`config.mk`:
```
export PLATFORM = sky130hd
export DESIGN_NAME = time_decoder_seq_flat
export DESIGN_NICKNAME = d
export VERILOG_FILES = /design/src/rtl/time_decoder_seq_if.sv /design/src/rtl/time_decoder_seq.sv /design/src/flat_wrapper.sv
export SDC_FILE = /design/constraint.sdc
export NUM_CORES = 1
export LEC_CHECK = 0
export BUFFER_PORTS_ARGS = -buffer_cell sky130_fd_sc_hd__buf_4
export CAP_MARGIN = 15
export CELL_PAD_IN_SITES_DETAIL_PLACEMENT = 1
export CELL_PAD_IN_SITES_GLOBAL_PLACEMENT = 1
export CORE_MARGIN = 1.5
export CORE_UTILIZATION = 45
export CTS_CLUSTER_SIZE = 16
export DETAILED_ROUTE_END_ITERATION = 6
export HOLD_SLACK_MARGIN = 0.05
export PLACE_DENSITY_LB_ADDON = 0.05
export REMOVE_ABC_BUFFERS = 1
export SLEW_MARGIN = 0
export SYNTH_ARGS = -nofsm -noshare
export SYNTH_HDL_FRONTEND = slang
export SYNTH_SLANG_ARGS = --single-unit
```
`constraint.sdc`:
```
create_clock -name clk -period 5.55 [get_ports clk]
set_input_delay 0.2775 -clock clk [delete_from_list [all_inputs] [get_ports clk]]
set_output_delay 0.2775 -clock clk [all_outputs]
set_load 0.02 [all_outputs]
```
`src/rtl/time_decoder_seq_if.sv`:
```
// Handshake and display bus between the stopwatch counter (master) and the
// sequential time decoder (slave).
interface time_decoder_seq_if #(
  parameter int unsigned CNT_W = 64
) ();
  logic             start;
  logic [CNT_W-1:0] cnt;
  logic             mode24;
  logic             busy;
  logic             done;
  logic             ovf;
  logic [3:0]       cs0, cs1, s0, s1, m0, m1, h0, h1;

  modport master (
    output start, cnt, mode24,
    input  busy, done, ovf, cs0, cs1, s0, s1, m0, m1, h0, h1
  );

  modport slave (
    input  start, cnt, mode24,
    output busy, done, ovf, cs0, cs1, s0, s1, m0, m1, h0, h1
  );
endinterface

```
`src/rtl/time_decoder_seq.sv`:
```
// Sequential tick-count to BCD time decoder: one shared restoring divider
// walks a fixed divisor schedule, then publishes all digits at once.
module time_decoder_seq #(
  parameter int unsigned     CNT_W        = 64,
  parameter longint unsigned TICKS_PER_CS = 64'd100000
) (
  input logic               clk,
  input logic               rst_n,
  time_decoder_seq_if.slave bus
);
  localparam int unsigned     BIT_W    = $clog2(CNT_W);
  localparam logic [BIT_W-1:0] LAST_BIT = BIT_W'(CNT_W - 1);

  if (CNT_W < 8 || CNT_W > 64) begin : g_bad_cnt_w
    $error("time_decoder_seq: CNT_W must be within 8..64");
  end
  if (TICKS_PER_CS < 64'd1 ||
      (CNT_W < 64 && (TICKS_PER_CS >> CNT_W) != 64'd0)) begin : g_bad_tpc
    $error("time_decoder_seq: TICKS_PER_CS must be >= 1 and fit in CNT_W bits");
  end

  typedef enum logic [1:0] {S_IDLE, S_DIV, S_STORE} state_t;

  state_t           state_q;
  logic [3:0]       k_q;
  logic [BIT_W-1:0] bit_q;
  logic [CNT_W-1:0] rem_q;
  logic [CNT_W-1:0] quo_q;
  logic             mode24_q;
  logic             ovf_sh_q;
  logic [3:0]       shadow_q [8];
  logic [3:0]       digit_q  [8];
  logic             busy_q;
  logic             done_q;
  logic             ovf_q;

  logic [CNT_W-1:0] divisor;
  logic [CNT_W:0]   prem;
  logic             fits;
  logic [CNT_W-1:0] rem_d;
  logic [CNT_W-1:0] quo_d;

  always_comb begin
    divisor = CNT_W'(10);
    case (k_q)
      4'd0:       divisor = CNT_W'(TICKS_PER_CS);
      4'd4, 4'd6: divisor = CNT_W'(6);
      4'd7:       divisor = mode24_q ? CNT_W'(24) : CNT_W'(100);
      default:    divisor = CNT_W'(10);
    endcase
  end

  // One restoring step: shift in the next dividend bit, subtract if it fits.
  always_comb begin
    prem  = {rem_q, quo_q[CNT_W-1]};
    fits  = (prem >= {1'b0, divisor});
    rem_d = CNT_W'(fits ? (prem - {1'b0, divisor}) : prem);
    quo_d = {quo_q[CNT_W-2:0], fits};
  end

  always_ff @(posedge clk) begin
    if (!rst_n) begin
      state_q  <= S_IDLE;
      k_q      <= '0;
      bit_q    <= '0;
      rem_q    <= '0;
      quo_q    <= '0;
      mode24_q <= 1'b0;
      ovf_sh_q <= 1'b0;
      busy_q   <= 1'b0;
      done_q   <= 1'b0;
      ovf_q    <= 1'b0;
      for (int i = 0; i < 8; i++) begin
        shadow_q[i] <= '0;
        digit_q[i]  <= '0;
      end
    end else begin
      done_q <= 1'b0;
      case (state_q)
        S_IDLE: begin
          if (bus.start) begin
            quo_q    <= bus.cnt;
            mode24_q <= bus.mode24;
            rem_q    <= '0;
            bit_q    <= '0;
            k_q      <= '0;
            busy_q   <= 1'b1;
            state_q  <= S_DIV;
          end
        end
        S_DIV: begin
          if (bit_q == LAST_BIT) begin
            // Step boundary: route the remainder and seed the next dividend.
            bit_q <= '0;
            rem_q <= '0;
            k_q   <= k_q + 4'd1;
            case (k_q)
              4'd7: begin
                quo_q    <= rem_d;
                ovf_sh_q <= (quo_d != '0);
              end
              4'd8: begin
                quo_q       <= quo_d;
                shadow_q[6] <= rem_d[3:0];
                shadow_q[7] <= quo_d[3:0];
                state_q     <= S_STORE;
              end
              default: begin
                quo_q <= quo_d;
                if (k_q != 4'd0) begin
                  shadow_q[3'(k_q - 4'd1)] <= rem_d[3:0];
                end
              end
            endcase
          end else begin
            bit_q <= bit_q + 1'b1;
            rem_q <= rem_d;
            quo_q <= quo_d;
          end
        end
        S_STORE: begin
          for (int i = 0; i < 8; i++) begin
            digit_q[i] <= shadow_q[i];
          end
          ovf_q   <= ovf_sh_q;
          done_q  <= 1'b1;
          busy_q  <= 1'b0;
          state_q <= S_IDLE;
        end
        default: state_q <= S_IDLE;
      endcase
    end
  end

  assign bus.busy = busy_q;
  assign bus.done = done_q;
  assign bus.ovf  = ovf_q;
  assign bus.cs0  = digit_q[0];
  assign bus.cs1  = digit_q[1];
  assign bus.s0   = digit_q[2];
  assign bus.s1   = digit_q[3];
  assign bus.m0   = digit_q[4];
  assign bus.m1   = digit_q[5];
  assign bus.h0   = digit_q[6];
  assign bus.h1   = digit_q[7];
endmodule

```
`src/flat_wrapper.sv`:
```
// flat-port wrapper written by rule: the top's interface ports become plain ports
module time_decoder_seq_flat 
#(
  parameter int unsigned     CNT_W        = 64,
  parameter longint unsigned TICKS_PER_CS = 64'd100000
)
  (clk, rst_n, bus_start, bus_cnt, bus_mode24, bus_busy, bus_done, bus_ovf, bus_cs0, bus_cs1, bus_s0, bus_s1, bus_m0, bus_m1, bus_h0, bus_h1);
  time_decoder_seq_if #(.CNT_W(CNT_W)) bus_i ();
  input logic clk;
  input logic rst_n;
  input wire logic [$bits(bus_i.start)-1:0] bus_start;
  input wire logic [$bits(bus_i.cnt)-1:0] bus_cnt;
  input wire logic [$bits(bus_i.mode24)-1:0] bus_mode24;
  output wire logic [$bits(bus_i.busy)-1:0] bus_busy;
  output wire logic [$bits(bus_i.done)-1:0] bus_done;
  output wire logic [$bits(bus_i.ovf)-1:0] bus_ovf;
  output wire logic [$bits(bus_i.cs0)-1:0] bus_cs0;
  output wire logic [$bits(bus_i.cs1)-1:0] bus_cs1;
  output wire logic [$bits(bus_i.s0)-1:0] bus_s0;
  output wire logic [$bits(bus_i.s1)-1:0] bus_s1;
  output wire logic [$bits(bus_i.m0)-1:0] bus_m0;
  output wire logic [$bits(bus_i.m1)-1:0] bus_m1;
  output wire logic [$bits(bus_i.h0)-1:0] bus_h0;
  output wire logic [$bits(bus_i.h1)-1:0] bus_h1;
  assign bus_i.start = bus_start;
  assign bus_i.cnt = bus_cnt;
  assign bus_i.mode24 = bus_mode24;
  assign bus_busy = bus_i.busy;
  assign bus_done = bus_i.done;
  assign bus_ovf = bus_i.ovf;
  assign bus_cs0 = bus_i.cs0;
  assign bus_cs1 = bus_i.cs1;
  assign bus_s0 = bus_i.s0;
  assign bus_s1 = bus_i.s1;
  assign bus_m0 = bus_i.m0;
  assign bus_m1 = bus_i.m1;
  assign bus_h0 = bus_i.h0;
  assign bus_h1 = bus_i.h1;
  time_decoder_seq #(.CNT_W(CNT_W), .TICKS_PER_CS(TICKS_PER_CS)) u_core (.clk(clk), .rst_n(rst_n), .bus(bus_i));
endmodule
```
==> summary.md, run 1 <==
| Metric | Value |
|---|---|
| Clock slew at reported path FFs | `around 60 ps` |
| Clock latency on the worst-skew pair | `530 ps` |
| Pin count of the biggest net entering global routing | `between 60 and 70` |
| Ys flop type | `dfxtp_1` |
| CP required | `6000 ps` |
| Cell area after synthesis | `~11,000 um2` |
| DP Worst Slack | `~360 ps` |
| Starting density of the core | `45.53%` |
| Clock share of power | `a little under a fifth` |
| Num CTS Buffers | `24` |
| Final net count | `between 1,000 and 1,500` |
| Hold Crit Depth | `3` |
| Syn avg cell area | `about 8.3 um2` |
| Ys Warns | `0` |
| Hold wc startpoint | `bus_cnt[30]` |
| First-pass GRT wire length | `56,550 um` |
| Total Wirelength | `between 30,000 and 40,000 um` |
| Layout cells sized above 1 | `12.79%` |
| Register share of total power | `a little over a quarter` |
| IO buf count | `102` |
| Static leakage | `just over 5 nW` |
| Critical path's slowest cell | `a2111oi_1` |
| Detail Route Antenna Nets | `0` |
| PwrDens | `635.6 nW/um2` |
| Core footprint | `24,180 um2` |
| Final instance area | `roughly 13,000 um2` |
| Least-Margin Pin Slew | `between 1000 and 1500 ps` |
| Hold crit path type | `input pin to flip-flop` |
| Crit Path Max Fanout | `18` |
| CP delay by family, top | `simple AND/OR/NAND/NOR gates` |
| Async S/R FF share, synth | `0%` |
| CTS tree | `built` |
| Sw frac | `between 40% and 50%` |
| Sequential element share of the synthesized area | `43.83%` |
| Fmax | `approximately 200 MHz` |
| Element type at the critical path start | `flip-flop` |
| DR iter-0 viols | `717` |
| Die area | `between 20,000 and 30,000 um2` |
| Final min period | `5062 ps` |
| Layout area overhead | `16.56%` |
| Worst Path Arrival | `approximately 5500 ps` |
| Clock Skews | `between 15 and 20 ps` |
| I/O Pins | `103` |
| RSZ-0062 raised after global routing | `false` |
| Overall Global Routing Usage | `about 28%` |
| Crit-path cells | `inv_1, ha_1, nor2b_1, nand2_1, ha_1, and2_1, nand3_1, a2111oi_1, o21ai_0, and3_1, or3b_1, or4_1, nand3_1` |
| CTS Root Cell | `clkbuf_16` |
| Syn Inst Count | `1,326` |
| Number of synthesized flops with an enable pin | `64` |
| Final setup viols | `0` |
| Clk buf depth | `3` |
| Top post-synthesis cells by area | `dfxtp_1, edfxtp_1, o21ai_0` |
| GP Congestion | `~0.86` |
| Residual DRC | `0` |
| Power after layout | `8.155 mW` |
| Period utilisation layout | `about nine tenths` |
| Comb power frac | `a little over half` |
| Setup crit end kind | `flip-flop` |
| Cell depth of the worst flop-to-flop path | `13` |
| Reg-to-reg endpoint | `u_core.quo_q[58]` |
| Die X | `about 160 um` |
| DR WL/cell | `between 20 and 25 um` |
| Run status | `completed` |
| Congestion Overflow GR | `0` |
| P_int | `between 4 and 5 mW` |
| Number of global-route vias before repair | `~10,000` |
| Max-cap violations | `0` |
| Area leader, netlist | `dfxtp_1` |
| Yosys top cell area share | `roughly a quarter` |
| Number of iterations in the first detailed-routing pass | `5` |
| Hold EP | `u_core.quo_q[30]` |
| DPL Wire Length | `25,320 um` |
| Synthesis-stage register bit count | `between 200 and 250` |
| Max-slew violation total from the final report | `0` |
| Critical path type | `flip-flop to flip-flop` |
| # rows | `57` |
| R2r setup slk | `a little under 500 ps` |
| Initial antenna violation count | `1` |
| Htree depth | `1` |
| Worst Path Buf+Inv | `1` |
| Fin worst setup slack | `about 500 ps` |
| Maximum VDD drop | `approximately 0.00046 V` |
| Worst R2R Start | `u_core.k_q[0]` |
| Via count | `around 10,000` |
| Fin. Hold Viols | `0` |
| Sw Pwr | `3.813 mW` |
| Chip height | `between 150 and 200 um` |
| Most common cell after layout, fill and taps aside | `o21ai_0` |
| Delay of the slowest cell on the worst path | `650 ps` |
| Sink Count | `roughly 210` |
| Slew HR | `about a quarter` |
| Area of placed instances | `between 10,000 and 15,000 um2` |
| Layout fillers | `about 2,900` |
| Vias per inst | `between 5 and 6` |
| Distinct cells, synth | `between 60 and 70` |
| Most frequent cells in the layout | `o21ai_0, nand2_1, nor2_1, dfxtp_1, buf_4` |
-- Yosys cell counts (all sizes together), types with 3 or more instances --
cell	count
a21o	21
nand4	12
nand2	162
dfxtp	145
nor2b	3
xor2	14
o22ai	8
nor3	49
or2	7
o211ai	22
a211oi	6
nand3	32
a21oi	77
o21a	7
mux2i	14
o211a	11
a22oi	3
or4	11
a2111oi	5
xnor2	37
nor4	37
ha	15
o31ai	4
and2	39
a211o	15
nor2	156
and3	10
buf	8
nor4b	10
o31a	4
clkbuf	70
a31oi	10
or3	13
nand3b	7
inv	23
or4b	3
o21ai	166
edfxtp	64
nand2b	4
-- power by group through the flow --
stage                     clock network [mW]  logic (mW)  registers, mW
after global placement                     0        4.34           2.20
after CTS                               1.52        4.46           2.18
after global routing                    1.58        4.90           2.22
after floorplan                            0        3.17           2.11
after detailed placement                   0        4.43           2.21
final                                   1.51        4.47           2.18
-- flip-flops by register name (all words and copies together) (netlist names), 2 cells and up --
| register | cells |
|---|---|
| u_core.k_q | 4 |
| u_core.bit_q | 6 |
| u_core.state_q | 2 |
| u_core.rem_q | 64 |
| u_core.quo_q | 64 |
| u_core.digit_q | 32 |
| u_core.shadow_q | 32 |
-- kinds of logic (layout without fill, tap and decap cells) --
kind of cell,count (synthesis),count (layout),share of synthesized area [%]
compound gates,374,374,20.54
fa+ha+maj,16,16,1.887
other cells,0,1,0
mux,15,15,1.375
flops,209,209,43.83
simple gates,559,559,24.64
xor+xnor,51,51,4.058
buf+inv,102,191,3.660
-- metrics by stage --
stage / instances / hold slack (ps) / util, % / TNS, ps
after global routing: 1739 / 121.5 / 53.06 / 0
final: 1740 / 95.30 / 53.07 / 0
after global placement: 1691 / 439.3 / 49.71 / 0
after detailed placement: 1691 / 445.2 / 49.71 / 0
after CTS: 1736 / 100.2 / 52.79 / 0
after floorplan: 1248 / 403.0 / - / -20900
-- tightest hold or removal path: stages --
cell and delay [ps]:
buf_4 70, o21ai_0 70, a31oi_1 150
-- layout make-up --
cell class / count / area [um2] / area share (%)
clock inverter: 6 / 30.03 / 0.2341
inverter: 24 / 90.09 / 0.7022
antenna: 1 / 2.502 / 0.01950
clock buffer: 38 / 704.4 / 5.491
tap: 324 / 405.4 / 3.160
timing repair buffer: 123 / 965.9 / 7.529
multi-input combinational: 1015 / 5807 / 45.26
sequential: 209 / 4825 / 37.60
-- metal layers --
layer	vias to the layer above	global-route usage, %	share of wire [%]
met5	-	0	0
met2	242	48.55	49
li1	4941	-	-
met4	0	7.804	2.3
met1	5020	36.08	44
met3	48	2.917	4.1
-- worst max path at each step --
stage	end	startpoint	slack, ps	cells after the start
after floorplan	u_core.rem_q[16]	u_core.state_q[0]	-370	5
after global placement	u_core.quo_q[58]	u_core.k_q[0]	650	13
after detailed placement	u_core.quo_q[58]	u_core.k_q[0]	360	13
after CTS	u_core.quo_q[58]	u_core.k_q[0]	320	13
after global routing	u_core.quo_q[58]	u_core.k_q[0]	90	13
final	u_core.quo_q[58]	u_core.k_q[0]	490	13
-- repair_timing --
| item | 4_1_cts | 5_1_grt |
|---|---|---|
| buffers inserted | 0 | 0 |
| hold buffers | 1 | 0 |
| endpoints found under the setup margin | 0 | 9 |
| resized for setup | 0 | 1 |
| hold endpoints to repair | 1 | 0 |
(Power assumes the default switching activity.)
==> run 2: changes to the inputs <==
- ABC_AREA: default -> 1
- CORE_MARGIN: 1.5 -> default
- CORE_UTILIZATION: 45 -> 43
==> summary.md, run 2 <==
| Metric | Value |
|---|---|
| Critical path's slowest cell | `nand3_4 (was a2111oi_1)` |
| Area of placed instances | `13,550 um2 (was 12,020 um2)` |
| Post-route non-filler standard cell count | `2,373 (was 1,740)` |
| Worst R2R Start | `u_core.k_q[0] (unchanged)` |
| First-pass GRT wire length | `76,470 um (was 56,550 um)` |
| XOR/XNOR Fraction of Synth Area | `0.9067% (was 4.058%)` |
| Starting density of the core | `43.75% (was 45.53%)` |
| Fin. Hold Viols | `0 (unchanged)` |
| Most common cell in the netlist | `nand2_1 (was o21ai_0)` |
| Distinct cells, synth | `38 (was 66)` |
| Ant diodes | `0 (was 1)` |
| Clock slew at reported path FFs | `60 ps (about the same)` |
| Period utilisation layout | `77.06% (was 91.20%)` |
| Critical path type | `flip-flop to flip-flop (unchanged)` |
| Initial antenna violation count | `0 (was 1)` |
| Most frequent cells in the layout | `nand2_1, inv_1, nor2_1, o21ai_0 (was o21ai_0, nand2_1, nor2_1, dfxtp_1, buf_4)` |
| Final net count | `2,054 (was 1,481)` |
| Via count | `13,412 (was 10,251)` |
| Compound-Gate Fraction of Synth Area | `13.31% (was 20.54%)` |
| Run status | `completed (unchanged)` |
| RSZ-0062 raised after global routing | `false (unchanged)` |
| Number of iterations in the first detailed-routing pass | `5 (unchanged)` |
| Main combinational cell family by area after synthesis | `simple AND/OR/NAND/NOR gates (unchanged)` |
| Residual DRC | `0 (unchanged)` |
| Total Wirelength | `49,120 um (was 35,250 um)` |
| Max-cap violations | `0 (unchanged)` |
| Delay of the slowest cell on the worst path | `440 ps (was 650 ps)` |
| Syn avg cell area | `6.567 um2 (was 8.301 um2)` |
| Pin count of the biggest net entering global routing | `76 (was 67)` |
| Number of synthesized flops with an enable pin | `64 (unchanged)` |
| Area share of fa/ha/maj cells after synthesis | `1.654% (was 1.887%)` |
| Element type at the critical path start | `flip-flop (unchanged)` |
| Chip height | `172.9 um (was 159.4 um)` |
| CTS Root Cell | `clkbuf_16 (unchanged)` |
| CP delay by family, top | `simple AND/OR/NAND/NOR gates (unchanged)` |
| Crit Path Max Fanout | `39 (was 18)` |
| Clock Skews | `11.31 ps (was 17.08 ps)` |
| GP Congestion | `0.9811 (was 0.8612)` |
| Hold EP | `u_core.quo_q[12] (was u_core.quo_q[30])` |
| Overall Global Routing Usage | `32.57% (was 27.68%)` |
| Detail Route Antenna Nets | `0 (unchanged)` |
| Vias per inst | `5.652 (was 5.891)` |
| Ys Warns | `0 (unchanged)` |
| CP required | `5930 ps (was 6000 ps)` |
| Final setup viols | `0 (unchanged)` |
| CTS tree | `built (unchanged)` |
| Die area | `29,890 um2 (was 25,410 um2)` |
| Htree depth | `1 (unchanged)` |
| Setup crit end kind | `flip-flop (unchanged)` |
| Levels on crit path | `21 (was 13)` |
| Core footprint | `28,700 um2 (was 24,180 um2)` |
| Worst Path Arrival | `4650 ps (was 5520 ps)` |
| Hold Crit Depth | `5 (was 3)` |
| Congestion Overflow GR | `0 (unchanged)` |
| Core Util, Final | `50.09% (was 53.07%)` |
| DR WL/cell | `20.70 um (was 20.26 um)` |
| Crit-path cells | `inv_1, ha_1, inv_1, nor2_1, inv_1, nor2_1, inv_1, nand3_1, nand2_1, ha_1, inv_1, fa_1, nand2_1, nand2_1, nand3_1, nand2_1, a21oi_2, nand3_4, o21ai_1, nand2_1, o22ai_1 (was inv_1, ha_1, nor2b_1, nand2_1, ha_1, and2_1, nand3_1, a2111oi_1, o21ai_0, and3_1, or3b_1, or4_1, nand3_1)` |
| Sequential element share of the synthesized area | `38.42% (was 43.83%)` |
| DR iter-0 viols | `1,084 (was 717)` |
| Layout cells sized above 1 | `8.999% (was 12.79%)` |
| Largest regs | `u_core.quo_q: 64 flops, u_core.rem_q: 64 flops (unchanged)` |
| Hold wc startpoint | `bus_cnt[12] (was bus_cnt[30])` |
| Number of global-route vias before repair | `13,421 (was 10,180)` |
| # rows | `62 (was 57)` |
| Clock latency on the worst-skew pair | `550 ps (was 530 ps)` |
| Sink Count | `209 (unchanged)` |
| Die X | `172.9 um (was 159.4 um)` |
| Final instance area | `14,380 um2 (was 12,830 um2)` |
| DPL Wire Length | `36,030 um (was 25,320 um)` |
| Reg-to-reg endpoint | `u_core.shadow_q[7][3] (was u_core.quo_q[58])` |
| Synthesis-stage register bit count | `209 (unchanged)` |
| Slew HR | `24.18% (was 24.54%)` |
| Async S/R FF share, synth | `0% (unchanged)` |
| I/O Pins | `103 (unchanged)` |
| IO buf count | `102 (unchanged)` |
| Placed insts | `2,325 (was 1,691)` |
| Most common cell after layout, fill and taps aside | `nand2_1 (was o21ai_0)` |
| Ys flop type | `dfxtp_1 (unchanged)` |
| Cell depth of the worst flop-to-flop path | `21 (was 13)` |
| Top post-synthesis cells by area | `dfxtp_1, edfxtp_1, nand2_1 (was dfxtp_1, edfxtp_1, o21ai_0)` |
| Cell area after synthesis | `12,560 um2 (was 11,010 um2)` |
| Worst Path Buf+Inv | `5 (was 1)` |
| Synth top cells by count | `nand2_1, inv_1, nor2_1, o21ai_0 (was o21ai_0, nand2_1, nor2_1, dfxtp_1, a21oi_1)` |
| Simple-gate portion of the synthesized area | `34.60% (was 24.64%)` |
| Mux share of post-synthesis cell area | `0% (was 1.375%)` |
| Layout area overhead | `14.49% (was 16.56%)` |
| Max-slew violation total from the final report | `0 (unchanged)` |
| Final min period | `4277 ps (was 5062 ps)` |
| Area leader, netlist | `dfxtp_1 (unchanged)` |
| Fmax | `233.8 MHz (was 197.6 MHz)` |
| Hold crit path type | `input pin to flip-flop (unchanged)` |
| Num CTS Buffers | `25 (was 24)` |
| Total negative setup slack | `0 ps (unchanged)` |
| R2r setup slk | `1270 ps (was 490 ps)` |
| Least-Margin Pin Slew | `1135 ps (was 1122 ps)` |
| Yosys top cell area share | `23.12% (was 26.37%)` |
| Clk buf depth | `3 (unchanged)` |
| Syn Inst Count | `1,912 (was 1,326)` |
==> run 2: worst max-delay path by stage <==
stage	from	end	slack, ps
after global placement	u_core.k_q[0]	u_core.shadow_q[7][3]	1560
after global routing	u_core.k_q[0]	u_core.shadow_q[7][3]	860
after CTS	u_core.k_q[0]	u_core.shadow_q[7][3]	1290
final	u_core.k_q[0]	u_core.shadow_q[7][3]	1270
after floorplan	u_core.state_q[0]	u_core.k_q[3]	-190
after detailed placement	u_core.k_q[0]	u_core.shadow_q[7][3]	1300
==> run 2: cells by family after synthesis <==
logic type | Yosys count
AND/OR/NAND/NOR | 997
buffers and inverters | 350
AO/OA/AOI/OAI | 327
flip-flops | 209
adder cells (fa/ha/maj) | 16
XOR/XNOR | 13
==> run 2: per-layer routing <==
metal  share of wire [%]  vias up  GRT usage [%]
met5                   0        -              0
met4                 3.2        0          11.69
met3                 4.7       83          3.276
met2                  48      381          55.28
met1                  45     6537          43.01
li1                    -     6411              -
==> run 2: stage by stage <==
step / hold slack [ps] / worst slack (ps)
after floorplan: 402.7 / -189.8
after global placement: 457.3 / 1562
after detailed placement: 458.6 / 1298
after CTS: 87.76 / 1293
after global routing: 137.2 / 863.2
final: 87.72 / 1273
==> run 2: cell type report <==
| type | count | area, um2 |
|---|---|---|
| sequential | 209 | 4825 |
| timing repair buffer | 118 | 920.9 |
| multi-input combinational | 1353 | 6377 |
| fill | 3851 | 14330 |
| clock buffer | 34 | 709.4 |
| clock inverter | 12 | 76.32 |
| tap | 384 | 480.5 |
| inverter | 263 | 987.2 |
==> run 2: what timing repair did <==
action,CTS,global route
resized for setup,0,0
endpoints found under the hold margin,1,0
hold buffers,1,0
setup buffers,0,0
==> run 2: worst register-to-register path, delay by kind of cell, from the launching register on <==
family          cells  cell delay (ps)
flops               1              420
buf+inv             5              540
fa+ha+maj           3              760
simple gates       10             1550
compound gates      3              830
Power of run 2 is not shown: default switching activity piles up to over one toggle a cycle in this logic, so the estimate is an artifact.
==> run 3: changes to the inputs <==
- ABC_AREA: 1 -> 0
- CORE_UTILIZATION: 43 -> 41
- clock period: 5.55 -> 3.55 ns (I/O delays scaled with it)
==> summary.md, run 3 (synthesized netlist as in run 1, its figures left out) <==
| Metric | Value |
|---|---|
| DR WL/cell | `22.43 um (was 20.70 um)` |
| Overall Global Routing Usage | `28.69% (was 32.57%)` |
| Die X | `165.8 um (was 172.9 um)` |
| CP required | `3960 ps (was 5930 ps)` |
| Clock latency on the worst-skew pair | `520 ps (was 550 ps)` |
| Period utilisation layout | `111.0% (was 77.06%)` |
| Hold crit path type | `input pin to flip-flop (unchanged)` |
| Slew HR | `27.62% (was 24.18%)` |
| Crit-path cells | `inv_6, ha_4, or2_4, nor2_2, o21ai_1, ha_2, inv_2, fa_2, a211o_1, a211o_1, a221o_1, a2111oi_4, and3_4, buf_12, nand4b_1, a211o_1 (was inv_1, ha_1, inv_1, nor2_1, inv_1, nor2_1, inv_1, nand3_1, nand2_1, ha_1, inv_1, fa_1, nand2_1, nand2_1, nand3_1, nand2_1, a21oi_2, nand3_4, o21ai_1, nand2_1, o22ai_1)` |
| Final min period | `3941 ps (was 4277 ps)` |
| Final net count | `1,648 (was 2,054)` |
| RSZ-0062 raised after global routing | `true (was false)` |
| Maximum VDD drop | `between 0.0006 and 0.0007 V` |
| Pin count of the biggest net entering global routing | `67 (was 76)` |
| Total Wirelength | `42,920 um (was 49,120 um)` |
| Most common cell after layout, fill and taps aside | `buf_4 (was nand2_1)` |
| CP most frequent cell | `a211o_1` |
| Ant diodes | `0 (unchanged)` |
| First-pass GRT wire length | `63,220 um (was 76,470 um)` |
| Most frequent cells in the layout | `buf_4, nand2_1, dfxtp_1, nor2_1, o21ai_0 (was nand2_1, inv_1, nor2_1, o21ai_0)` |
| Critical path's slowest cell | `dfxtp_4 (was nand3_4)` |
| Detail Route Antenna Nets | `0 (unchanged)` |
| Via count | `11,303 (was 13,412)` |
| Number of global-route vias before repair | `11,587 (was 13,421)` |
| Crit Path Max Fanout | `5 (was 39)` |
| Element type at the critical path start | `flip-flop (unchanged)` |
| Final setup viols | `130 (was 0)` |
| Failing checks | `design-rule violations, negative setup slack` |
| PwrDens | `~1300 nW/um2` |
| Delay of the slowest cell on the worst path | `370 ps (was 440 ps)` |
| Layout area overhead | `41.18% (was 14.49%)` |
| CTS tree | `built (unchanged)` |
| Chip height | `165.8 um (was 172.9 um)` |
| Run status | `finished with violations (was completed)` |
| Fin worst setup slack | `-390.9 ps (was 1273 ps)` |
| Layout fillers | `2,927 (was 3,851)` |
| IO buf count | `102 (unchanged)` |
| Setup crit end kind | `flip-flop (unchanged)` |
| Number of iterations in the first detailed-routing pass | `7 (was 5)` |
| Clock Skews | `12.87 ps (was 11.31 ps)` |
| Sink Count | `209 (unchanged)` |
| Die area | `27,500 um2 (was 29,890 um2)` |
| Reg area | `4832 um2 (was 4825 um2)` |
| Fmax | `253.7 MHz (was 233.8 MHz)` |
| Starting density of the core | `42.00% (was 43.75%)` |
| Hold_ws | `32.25 ps (was 87.72 ps)` |
| Clock slew at reported path FFs | `60 ps (about the same)` |
| Initial antenna violation count | `0 (unchanged)` |
| Htree depth | `1 (unchanged)` |
| Clk buf depth | `3 (unchanged)` |
| GP Congestion | `0.8810 (was 0.9811)` |
| DPL Wire Length | `27,020 um (was 36,030 um)` |
| Largest regs | `u_core.quo_q: 64 flops, u_core.rem_q: 64 flops (unchanged)` |
| Core footprint | `26,210 um2 (was 28,700 um2)` |
| Layout cells sized above 1 | `30.48% (was 8.999%)` |
| CP delay by family, top | `compound AO/OA/AOI/OAI gates (was simple AND/OR/NAND/NOR gates)` |
| Vias per inst | `5.909 (was 5.652)` |
| Congestion Overflow GR | `0 (unchanged)` |
| CTS Root Cell | `clkbuf_16 (unchanged)` |
| Worst Path Buf+Inv | `3 (was 5)` |
| Core Util, Final | `59.30% (was 50.09%)` |
| Max-slew violation total from the final report | `0 (unchanged)` |
| Critical path type | `flip-flop to flip-flop (unchanged)` |
| # rows | `59 (was 62)` |
| DR iter-0 viols | `692 (was 1,084)` |
| Worst Path Arrival | `4350 ps (was 4650 ps)` |
| Static leakage | `roughly 6.1 nW` |
| Num CTS Buffers | `24 (was 25)` |
| Least-Margin Pin Slew | `1076 ps (was 1135 ps)` |
| Fin. Hold Viols | `0 (unchanged)` |
| Area of the multi-input gates | `6983 um2 (was 6377 um2)` |
| I/O Pins | `103 (unchanged)` |
| Residual DRC | `22 (was 0)` |
| Max-cap violations | `0 (unchanged)` |
[run 3: final cells by class]
class,count,share of cell area [%]
timing repair buffer,289,15.98
inverter,24,0.6280
clock inverter,4,0.3060
clock buffer,36,4.356
tap,335,2.697
multi-input combinational,1016,44.94
sequential,209,31.09
[run 3: final timing paths]
| kind | from | endpoint | slack, ps | cells after the start |
|---|---|---|---|---|
| setup / recovery | u_core.k_q[0] | u_core.quo_q[61] | -390 | 16 |
| hold / removal | bus_cnt[52] | u_core.quo_q[52] | 30 | 5 |
| setup reg to reg | u_core.k_q[0] | u_core.quo_q[61] | -390 | 16 |
| hold reg to reg | u_core.rem_q[63] | u_core.rem_q[63] | 470 | 2 |
[run 3: timing repair]
action / in CTS / in global routing
buffers inserted: 8 / 38
endpoints found under the hold margin: 10 / 0
pin swaps: 11 / 93
resized for setup: 79 / 256
endpoints found under the setup margin: 153 / 150
hold buffers: 10 / 0
gates cloned: 1 / 5
[run 3: stage by stage]
stage                     area (um2)  total power [mW]  worst slack (ps)  TNS [ps]  std cells
after detailed placement       12920             11.96            -727.7    -55970       1812
final                          15540             19.76            -390.9    -19350       1913
after floorplan                10690             8.249             -2369   -198980       1248
after CTS                      14160             15.27            -225.2     -3778       1871
after global placement         12920             11.76            -528.5    -33480       1812
after global routing           15540             20.67            -503.9    -35320       1913
[run 3: worst min-delay path, stage by stage]
cell and delay [ps]:
buf_4 80, nor2_1 30, nor2_1 80, a21oi_1 50, o21ai_1 100
[run 3: power by group]
group          total (mW)  leakage [nW]  switching [mW]  internal (mW)
Combinational        13.9          3.94            7.16           6.78
Sequential           3.42          1.80           0.533           2.89
Clock                2.39         0.349            1.01           1.38
[run 3: layer usage]
| metal | GRT usage (%) | routed length (um) | vias up | share of wire, % |
|---|---|---|---|---|
| met5 | 0 | 0 | - | 0 |
| met4 | 13.00 | 1786 | 0 | 4.2 |
| met3 | 3.551 | 1534 | 93 | 3.6 |
| met2 | 51.95 | 21870 | 279 | 51 |
| met1 | 33.88 | 17720 | 5669 | 41 |
| li1 | - | - | 5262 | - |
